## src/rtl/fwd_stall_ctrl_if.sv

```systemverilog
// Hazard-unit port bundle: pipeline state in,
// forward selects and stall/flush controls out.
interface fwd_stall_ctrl_if #(
  parameter int NSRC = 3,
  parameter int REGW = 4
);
  logic [NSRC*REGW-1:0] RA_D;
  logic [NSRC-1:0]      UseD;
  logic [NSRC*REGW-1:0] RA_E;
  logic [NSRC-1:0]      UseE;
  logic [REGW-1:0]      WA_E;
  logic [REGW-1:0]      WA_M;
  logic [REGW-1:0]      WA_W;
  logic                 RegWrE;
  logic                 RegWrM;
  logic                 RegWrW;
  logic                 MemtoRegE;
  logic                 BranchE;
  logic                 PCWrD;
  logic                 PCSrcW;
  logic                 MulStartE;
  logic [2*NSRC-1:0]    FwdE;
  logic                 StallF;
  logic                 StallD;
  logic                 StallE;
  logic                 FlushD;
  logic                 FlushE;
  logic                 FlushM;
  logic                 Busy;

  modport master (
    output RA_D, UseD, RA_E, UseE,
    output WA_E, WA_M, WA_W,
    output RegWrE, RegWrM, RegWrW,
    output MemtoRegE, BranchE,
    output PCWrD, PCSrcW, MulStartE,
    input  FwdE, StallF, StallD, StallE,
    input  FlushD, FlushE, FlushM, Busy
  );

  modport slave (
    input  RA_D, UseD, RA_E, UseE,
    input  WA_E, WA_M, WA_W,
    input  RegWrE, RegWrM, RegWrW,
    input  MemtoRegE, BranchE,
    input  PCWrD, PCSrcW, MulStartE,
    output FwdE, StallF, StallD, StallE,
    output FlushD, FlushE, FlushM, Busy
  );
endinterface

```

## src/rtl/fwd_stall_ctrl.sv

```systemverilog
// Pipeline hazard unit: operand forwarding, load-use
// and multicycle stalls, PC-write wait and flushes.
module fwd_stall_ctrl #(
  parameter int NSRC      = 3,
  parameter int REGW      = 4,
  parameter int MUL_LAT   = 3,
  parameter int NOFWD_REG = 15
) (
  input  logic              clk,
  input  logic              reset,
  fwd_stall_ctrl_if.slave   bus
);

  localparam int CW =
    (MUL_LAT < 4) ? 2 : $clog2(MUL_LAT) + 1;
  localparam logic [CW-1:0] MUL_LOAD =
    CW'(MUL_LAT - 1);
  localparam logic [REGW-1:0] NOFWD =
    REGW'(NOFWD_REG);
  localparam logic MUL_MULTI = (MUL_LAT > 1);

  typedef enum logic {
    IDLE,
    PCWAIT
  } pc_state_e;

  pc_state_e       state_q;
  pc_state_e       state_d;
  logic [CW-1:0]   cnt_q;
  logic [CW-1:0]   cnt_d;

  logic [2*NSRC-1:0] fwd_e;
  logic              ldr_stall;
  logic              mul_stall;
  logic              pc_pend;

  always_comb begin
    logic [REGW-1:0] ra;
    logic            m_hit;
    logic            w_hit;
    fwd_e = '0;
    ra    = '0;
    m_hit = 1'b0;
    w_hit = 1'b0;
    for (int i = 0; i < NSRC; i++) begin
      ra    = bus.RA_E[i*REGW +: REGW];
      m_hit = bus.UseE[i] && bus.RegWrM &&
              (ra == bus.WA_M) && (ra != NOFWD);
      w_hit = bus.UseE[i] && bus.RegWrW &&
              (ra == bus.WA_W) && (ra != NOFWD);
      // M holds the younger result, so it wins
      if (m_hit)
        fwd_e[2*i +: 2] = 2'b10;
      else if (w_hit)
        fwd_e[2*i +: 2] = 2'b01;
      else
        fwd_e[2*i +: 2] = 2'b00;
    end
  end

  always_comb begin
    ldr_stall = 1'b0;
    for (int i = 0; i < NSRC; i++) begin
      if (bus.UseD[i] &&
          (bus.RA_D[i*REGW +: REGW] == bus.WA_E))
        ldr_stall = 1'b1;
    end
    ldr_stall = ldr_stall &
                bus.RegWrE & bus.MemtoRegE;
  end

  always_comb begin
    mul_stall =
      ((cnt_q == '0) & bus.MulStartE & MUL_MULTI) |
      (cnt_q > CW'(1));
  end

  always_comb begin
    cnt_d = cnt_q;
    if (cnt_q != '0)
      cnt_d = cnt_q - CW'(1);
    else if (bus.MulStartE)
      cnt_d = MUL_LOAD;
  end

  assign pc_pend = (state_q == PCWAIT);

  always_comb begin
    state_d = state_q;
    unique case (state_q)
      IDLE: begin
        if (bus.PCWrD && !bus.BranchE &&
            !(ldr_stall | mul_stall))
          state_d = PCWAIT;
      end
      PCWAIT: begin
        if (bus.PCSrcW)
          state_d = IDLE;
      end
      default: state_d = IDLE;
    endcase
  end

  always_ff @(posedge clk) begin
    if (reset) begin
      state_q <= IDLE;
      cnt_q   <= '0;
    end else begin
      state_q <= state_d;
      cnt_q   <= cnt_d;
    end
  end

  assign bus.FwdE   = fwd_e;
  assign bus.StallE = mul_stall;
  assign bus.FlushM = mul_stall;
  assign bus.Busy   = mul_stall;
  assign bus.StallD = ldr_stall | mul_stall;
  assign bus.StallF = ldr_stall | mul_stall |
                      pc_pend;
  assign bus.FlushE = (ldr_stall | bus.BranchE) &
                      ~mul_stall;
  assign bus.FlushD = pc_pend | bus.PCSrcW |
                      bus.BranchE;

endmodule

```

## src/flat_wrapper.sv

```systemverilog
// flat-port wrapper written by rule: the top's interface ports become plain ports
module fwd_stall_ctrl_flat 
#(
  parameter int NSRC      = 3,
  parameter int REGW      = 4,
  parameter int MUL_LAT   = 3,
  parameter int NOFWD_REG = 15
)
  (clk, reset, bus_RA_D, bus_UseD, bus_RA_E, bus_UseE, bus_WA_E, bus_WA_M, bus_WA_W, bus_RegWrE, bus_RegWrM, bus_RegWrW, bus_MemtoRegE, bus_BranchE, bus_PCWrD, bus_PCSrcW, bus_MulStartE, bus_FwdE, bus_StallF, bus_StallD, bus_StallE, bus_FlushD, bus_FlushE, bus_FlushM, bus_Busy);
  fwd_stall_ctrl_if #(.NSRC(NSRC), .REGW(REGW)) bus_i ();
  input  logic clk;
  input  logic reset;
  input wire logic [$bits(bus_i.RA_D)-1:0] bus_RA_D;
  input wire logic [$bits(bus_i.UseD)-1:0] bus_UseD;
  input wire logic [$bits(bus_i.RA_E)-1:0] bus_RA_E;
  input wire logic [$bits(bus_i.UseE)-1:0] bus_UseE;
  input wire logic [$bits(bus_i.WA_E)-1:0] bus_WA_E;
  input wire logic [$bits(bus_i.WA_M)-1:0] bus_WA_M;
  input wire logic [$bits(bus_i.WA_W)-1:0] bus_WA_W;
  input wire logic [$bits(bus_i.RegWrE)-1:0] bus_RegWrE;
  input wire logic [$bits(bus_i.RegWrM)-1:0] bus_RegWrM;
  input wire logic [$bits(bus_i.RegWrW)-1:0] bus_RegWrW;
  input wire logic [$bits(bus_i.MemtoRegE)-1:0] bus_MemtoRegE;
  input wire logic [$bits(bus_i.BranchE)-1:0] bus_BranchE;
  input wire logic [$bits(bus_i.PCWrD)-1:0] bus_PCWrD;
  input wire logic [$bits(bus_i.PCSrcW)-1:0] bus_PCSrcW;
  input wire logic [$bits(bus_i.MulStartE)-1:0] bus_MulStartE;
  output wire logic [$bits(bus_i.FwdE)-1:0] bus_FwdE;
  output wire logic [$bits(bus_i.StallF)-1:0] bus_StallF;
  output wire logic [$bits(bus_i.StallD)-1:0] bus_StallD;
  output wire logic [$bits(bus_i.StallE)-1:0] bus_StallE;
  output wire logic [$bits(bus_i.FlushD)-1:0] bus_FlushD;
  output wire logic [$bits(bus_i.FlushE)-1:0] bus_FlushE;
  output wire logic [$bits(bus_i.FlushM)-1:0] bus_FlushM;
  output wire logic [$bits(bus_i.Busy)-1:0] bus_Busy;
  assign bus_i.RA_D = bus_RA_D;
  assign bus_i.UseD = bus_UseD;
  assign bus_i.RA_E = bus_RA_E;
  assign bus_i.UseE = bus_UseE;
  assign bus_i.WA_E = bus_WA_E;
  assign bus_i.WA_M = bus_WA_M;
  assign bus_i.WA_W = bus_WA_W;
  assign bus_i.RegWrE = bus_RegWrE;
  assign bus_i.RegWrM = bus_RegWrM;
  assign bus_i.RegWrW = bus_RegWrW;
  assign bus_i.MemtoRegE = bus_MemtoRegE;
  assign bus_i.BranchE = bus_BranchE;
  assign bus_i.PCWrD = bus_PCWrD;
  assign bus_i.PCSrcW = bus_PCSrcW;
  assign bus_i.MulStartE = bus_MulStartE;
  assign bus_FwdE = bus_i.FwdE;
  assign bus_StallF = bus_i.StallF;
  assign bus_StallD = bus_i.StallD;
  assign bus_StallE = bus_i.StallE;
  assign bus_FlushD = bus_i.FlushD;
  assign bus_FlushE = bus_i.FlushE;
  assign bus_FlushM = bus_i.FlushM;
  assign bus_Busy = bus_i.Busy;
  fwd_stall_ctrl #(.NSRC(NSRC), .REGW(REGW), .MUL_LAT(MUL_LAT), .NOFWD_REG(NOFWD_REG)) u_core (.clk(clk), .reset(reset), .bus(bus_i));
endmodule
```

## config.mk

```make
export PLATFORM = sky130hd
export DESIGN_NAME = fwd_stall_ctrl_flat
export DESIGN_NICKNAME = d
export VERILOG_FILES = /design/src/rtl/fwd_stall_ctrl_if.sv /design/src/rtl/fwd_stall_ctrl.sv /design/src/flat_wrapper.sv
export SDC_FILE = /design/constraint.sdc
export NUM_CORES = 1
export LEC_CHECK = 0
export ABC_CLOCK_PERIOD_IN_PS = 2400
export CORE_MARGIN = 2
export CORE_UTILIZATION = 32
export CTS_CLUSTER_SIZE = 25
export DETAILED_ROUTE_END_ITERATION = 6
export GPL_ROUTABILITY_DRIVEN = 1
export HOLD_SLACK_MARGIN = 0.1
export MAX_ROUTING_LAYER = met4
export PLACE_DENSITY = 0.91
export SYNTH_ARGS = -nofsm -noshare
export SYNTH_HDL_FRONTEND = slang
export SYNTH_SLANG_ARGS = --single-unit
export TNS_END_PERCENT = 50
```

## constraint.sdc

```tcl
create_clock -name clk -period 2.4 [get_ports clk]
set_input_delay 0.48 -clock clk [delete_from_list [all_inputs] [get_ports clk]]
set_output_delay 0.48 -clock clk [all_outputs]
set_load 0.05 [all_outputs]
```

# == Yosys cells after proc, flatten, opt, wreduce, memory -nomap -nowiden ==
# Index checks and enable logic that the tools add are counted.
# word_totals
reg_bits,3
input_bits,52
output_inout_bits,13
wordCells,70
# op_classes
addsub,1
magnitude_cmp,1
n_eq_ne,12
muxes,14
n_bitwise,12
reduce_logical,28
# ops
cell,count
4-bit == test,9
1-bit logical AND,23
4-bit inequality test (second input constant),3
2-bit 2-to-1 mux,5
1-bit 2-to-1 mux,8
1-bit bitwise OR,6
1-bit AND,4
2-bit nonzero test,2
2-bit by 1-bit > comparator with 1-bit output (second input constant),1
1-bit zero test,2
2-bit zero test,1
1-bit inverter,2
1-bit case mux with 2 select lines,1
2-bit by 1-bit subtractor with 2-bit output (second input constant),1

# == Longest topological paths before layout ==
# depth
ltp_word,12
depth_mapped,6
mapped_depth_nobuf,6

# == Worst setup path before layout ==
# No wires, ideal clock.
# synth_timing
path_kind,input-to-output
start,input bus_RA_E[0]
end,output bus_FwdE[0]
arrival_ns,2.968
required_ns,1.920
slack_ns,-1.048
stages,3
n_path_buf,0
path_cell_list,xor2_1 nor4_1 nor3_1
# synth_via
elab_chain_len,5
word_cells_on_any_way,9
cone_classes,3 x eq/ne; 2 x mux; 4 x reduce/logical
# synth_rtl
element,line,rtl
from (decl),flat_wrapper.sv:15,input wire logic [$bits(bus_i.RA_E)-1:0] bus_RA_E;
4-bit == test,fwd_stall_ctrl.sv:50,(ra == bus.WA_W) && (ra != NOFWD);
1-bit logical AND,fwd_stall_ctrl.sv:49,w_hit = bus.UseE[i] && bus.RegWrW &&
1-bit logical AND,fwd_stall_ctrl.sv:50,
1-bit 2-to-1 mux,fwd_stall_ctrl.sv:54,else if (w_hit)
2-bit 2-to-1 mux *,fwd_stall_ctrl.sv:52,if (m_hit)
to (decl),flat_wrapper.sv:28,output wire logic [$bits(bus_i.FwdE)-1:0] bus_FwdE;
# Every way passes the cells marked *; elsewhere a longest branch is shown, timed or not.

# == Worst setup path after layout ==
# layout_timing
start,input bus_WA_M[3]
end,output bus_FwdE[4]
# layout_via
elab_chain_len,4
# layout_rtl
element,line,rtl
from (decl),flat_wrapper.sv:18,input wire logic [$bits(bus_i.WA_M)-1:0] bus_WA_M;
4-bit == test,fwd_stall_ctrl.sv:48,(ra == bus.WA_M) && (ra != NOFWD);
1-bit logical AND,fwd_stall_ctrl.sv:47,m_hit = bus.UseE[i] && bus.RegWrM &&
1-bit logical AND,fwd_stall_ctrl.sv:48,
2-bit 2-to-1 mux,fwd_stall_ctrl.sv:52,
# No other way between the ends.

==> results_dict.tcl <==
set metrics [dict create \
    drive_above_1_share 0.3038 \
    worstPathMaxFanout 3 \
    total_power_uw 717.9 \
    num_vias 957 \
    grt-ovfl-total 0 \
    synth_top_area_cell "xnor2_1" \
    cts-htree-levels 1 \
    io_pins 65 \
    clk_pin_slew_ps 40 \
    fp.dieW_um 50.25 \
    power_density_nw_per_um2 438.3 \
    grt_usage 0.2382 \
    dp.cells 181 \
    ant_nets 0 \
    numCtsBuffers 3 \
    crit_chain "clkdlybuf4s50_1 > xor2_1 > nor4_4 > nor3_2 > buf_12" \
    core_area_um2 1982 \
    postCtsHoldBufs 0 \
    async_flop_share 0 \
    fin_crit_ps 2374 \
    hold_viol_final 0 \
    antenna_found_initial 0 \
    slew_violations 0 \
    dieArea_um2 2525 \
    syn_nets 142 \
    grt_pass1_wl_um 4471 \
    syn-cell-area_um2 684.4 \
    die-height_um 50.25 \
    wl_per_cell_um 15.07 \
    avgViaCountPerCell 5.173 \
    grt_pass1_vias 1026 \
    finalSetupViolations 0 \
    routed-wl-met2_um 1606 \
    leakagePower_uw 0.0006952 \
    fin_cells 185 \
    port_buffers 64 \
    cp-end-kind "output pin" \
    top_layer "met4" \
    clock.fmax_mhz 421.2 \
    clkSinkCount 3 \
    cts_root_buf "clkbuf_4" \
    synth_edf_count 0 \
    start_kind "input port" \
    place_congestion 0.8406 \
    tightest_slew_ps 284.4 \
    yosysUniqueCellTypes 23 \
    hold_ws_ps 493.1 \
    nets 214 \
    clkLatencyLatePin_ps 240 \
    drt-total-wl_um 2788 \
    yosys-top-cells-area "xnor2_1 23%, xor2_1 23%, nand4_1 11%, dfxtp_1 8.8%, ha_1 5.5%" \
    postCtsSetupRepairBufs 0 \
    initial_core_util 0.3453 \
    synth_top_cell_area_share 0.2303 \
    ys.flop_type "dfxtp_1" \
    route.detailed.drc 0 \
    outcome "finished, final reports clean" \
    cts_tree "built" \
    wl_met1_um 961 \
    seq_area_frac_synth 0.08775 \
    syn2layout_area_growth_pct 139.3 \
    dr.pass1.iters 4 \
    grt_max_degree 5 \
    rsz0062_at_grt "yes" \
    worstSetupPathType "input port to output pin" \
    skew_ps 3.960 \
    slowest_delay_ps 570 \
    vdd_drop_max_uv 299.9 \
    cap_violations 0 \
    slew_headroom 0.8094 \
    cpMaxStageDelayCell "clkdlybuf4s50_1" \
    synth_seq_cells 3 \
    rows 16 \
    drt_iter0_markers 11 \
    syn_inst 87 \
    finalCritPeriodShare 0.9892 \
    required_ps 1920 \
    clockBufferDepth 2 \
    min_path_type "flop to flop" \
    fin_setup_tns_ps 0 \
    diodes 0 \
    avgSynthCellArea_um2 7.867 \
    wl_met3_um 194 \
    worstPathArrival_ps 1890 \
    hpwl_um 2388 \
    yosysWarningCount 0 \
]
## routing by layer
| metal | vias to the layer above | track usage |
|---|---|---|
| met5 | - | - |
| met4 | 0 | 0.07407 |
| met3 | 5 | 0.05655 |
| met2 | 51 | 0.4781 |
| met1 | 447 | 0.2148 |
| li1 | 454 | - |
## kinds of logic (layout without fill, tap and decap cells)
logic type               Yosys count  in the layout  share of synthesized area
XOR/XNOR                          36             36                     0.4607
AND/OR/NAND/NOR                   35             35                     0.3053
buffers and inverters              5             76                    0.03838
AO/OA/AOI/OAI                      4              4                    0.03840
adder cells (fa/ha/maj)            3              3                    0.05485
flip-flops                         3              3                    0.08775
multiplexers                       1              1                    0.01463
## per-stage QoR
stage          area, um2  setup slack, ps  utilization
6_report            1638            25.90       0.8264
3_5_place_dp        1590           -341.4       0.8024
5_1_grt             1638           -51.84       0.8264
4_1_cts             1615            5.457       0.8150
2_1_floorplan      775.7           -28.30            -
3_3_place_gp        1590           -287.9       0.8024
## registers in the layout (all words and copies together) (netlist names)
| register | cells |
|---|---|
| u_core.pc_pend | 1 |
| u_core.cnt_q | 2 |
## power by group
part	internal, uW	total (uW)	switching [uW]
clock	62.6	93.5	30.9
combinational	279	556	277
sequential	60.2	68.1	7.95
total	402	718	316
## worst max-delay path: cells and delay by family
kind / cells / cell delay [ps]
buf+inv: 2 / 750
simple gates: 2 / 380
xor+xnor: 1 / 270
## path summary, 6_finish.rpt
kind	from	to	slack, ps	cells after the start
max reg2reg	u_core.cnt_q[0]	u_core.pc_pend	1120	7
min	u_core.pc_pend	u_core.pc_pend	490	2
min reg2reg	u_core.pc_pend	u_core.pc_pend	490	2
max	bus_WA_M[3]	bus_FwdE[4]	30	5
## cell type report
class                      instances  area, um2
tap                               27      33.78
clock buffer                       4      26.28
inverter                           3      11.26
fill                             107      344.1
timing repair buffer              69      778.2
multi-input combinational         79      725.7
sequential                         3      62.56
## cell usage after synthesis, drive strengths merged, types with 3 or more instances
master,n
nor2,3
xor2,18
inv,3
xnor2,18
ha,3
nor3,3
nand3,3
or4,3
nor4,3
dfxtp,3
nand4,12
## repair_timing
action / 4_1_cts / 5_1_grt
hold endpoints to repair: 0 / 0
gates resized for setup: 40 / 16
pin swaps: 11 / 14
endpoints found under the setup margin: 3 / 7
cloned: 0 / 0
## placed cells by master (no fill, tap or decap), types with 2 or more instances in the layout
master | netlist | layout
dlygate4sd2_1 | 0 | 12
clkdlybuf4s50_1 | 0 | 23
buf_12 | 0 | 12
nor2_1 | 3 | 3
ha_1 | 3 | 2
nand3_1 | 3 | 3
buf_2 | 0 | 2
xor2_1 | 18 | 18
dfxtp_2 | 0 | 2
xnor2_1 | 18 | 16
inv_1 | 3 | 2
or4_4 | 0 | 3
clkdlybuf4s15_1 | 0 | 3
dlymetal6s2s_1 | 0 | 7
nor3_2 | 0 | 3
xnor2_2 | 0 | 2
clkbuf_2 | 0 | 3
nor4_4 | 0 | 3
buf_4 | 2 | 6
clkbuf_4 | 0 | 3
nand4_1 | 12 | 12
(Power assumes the default switching activity.)
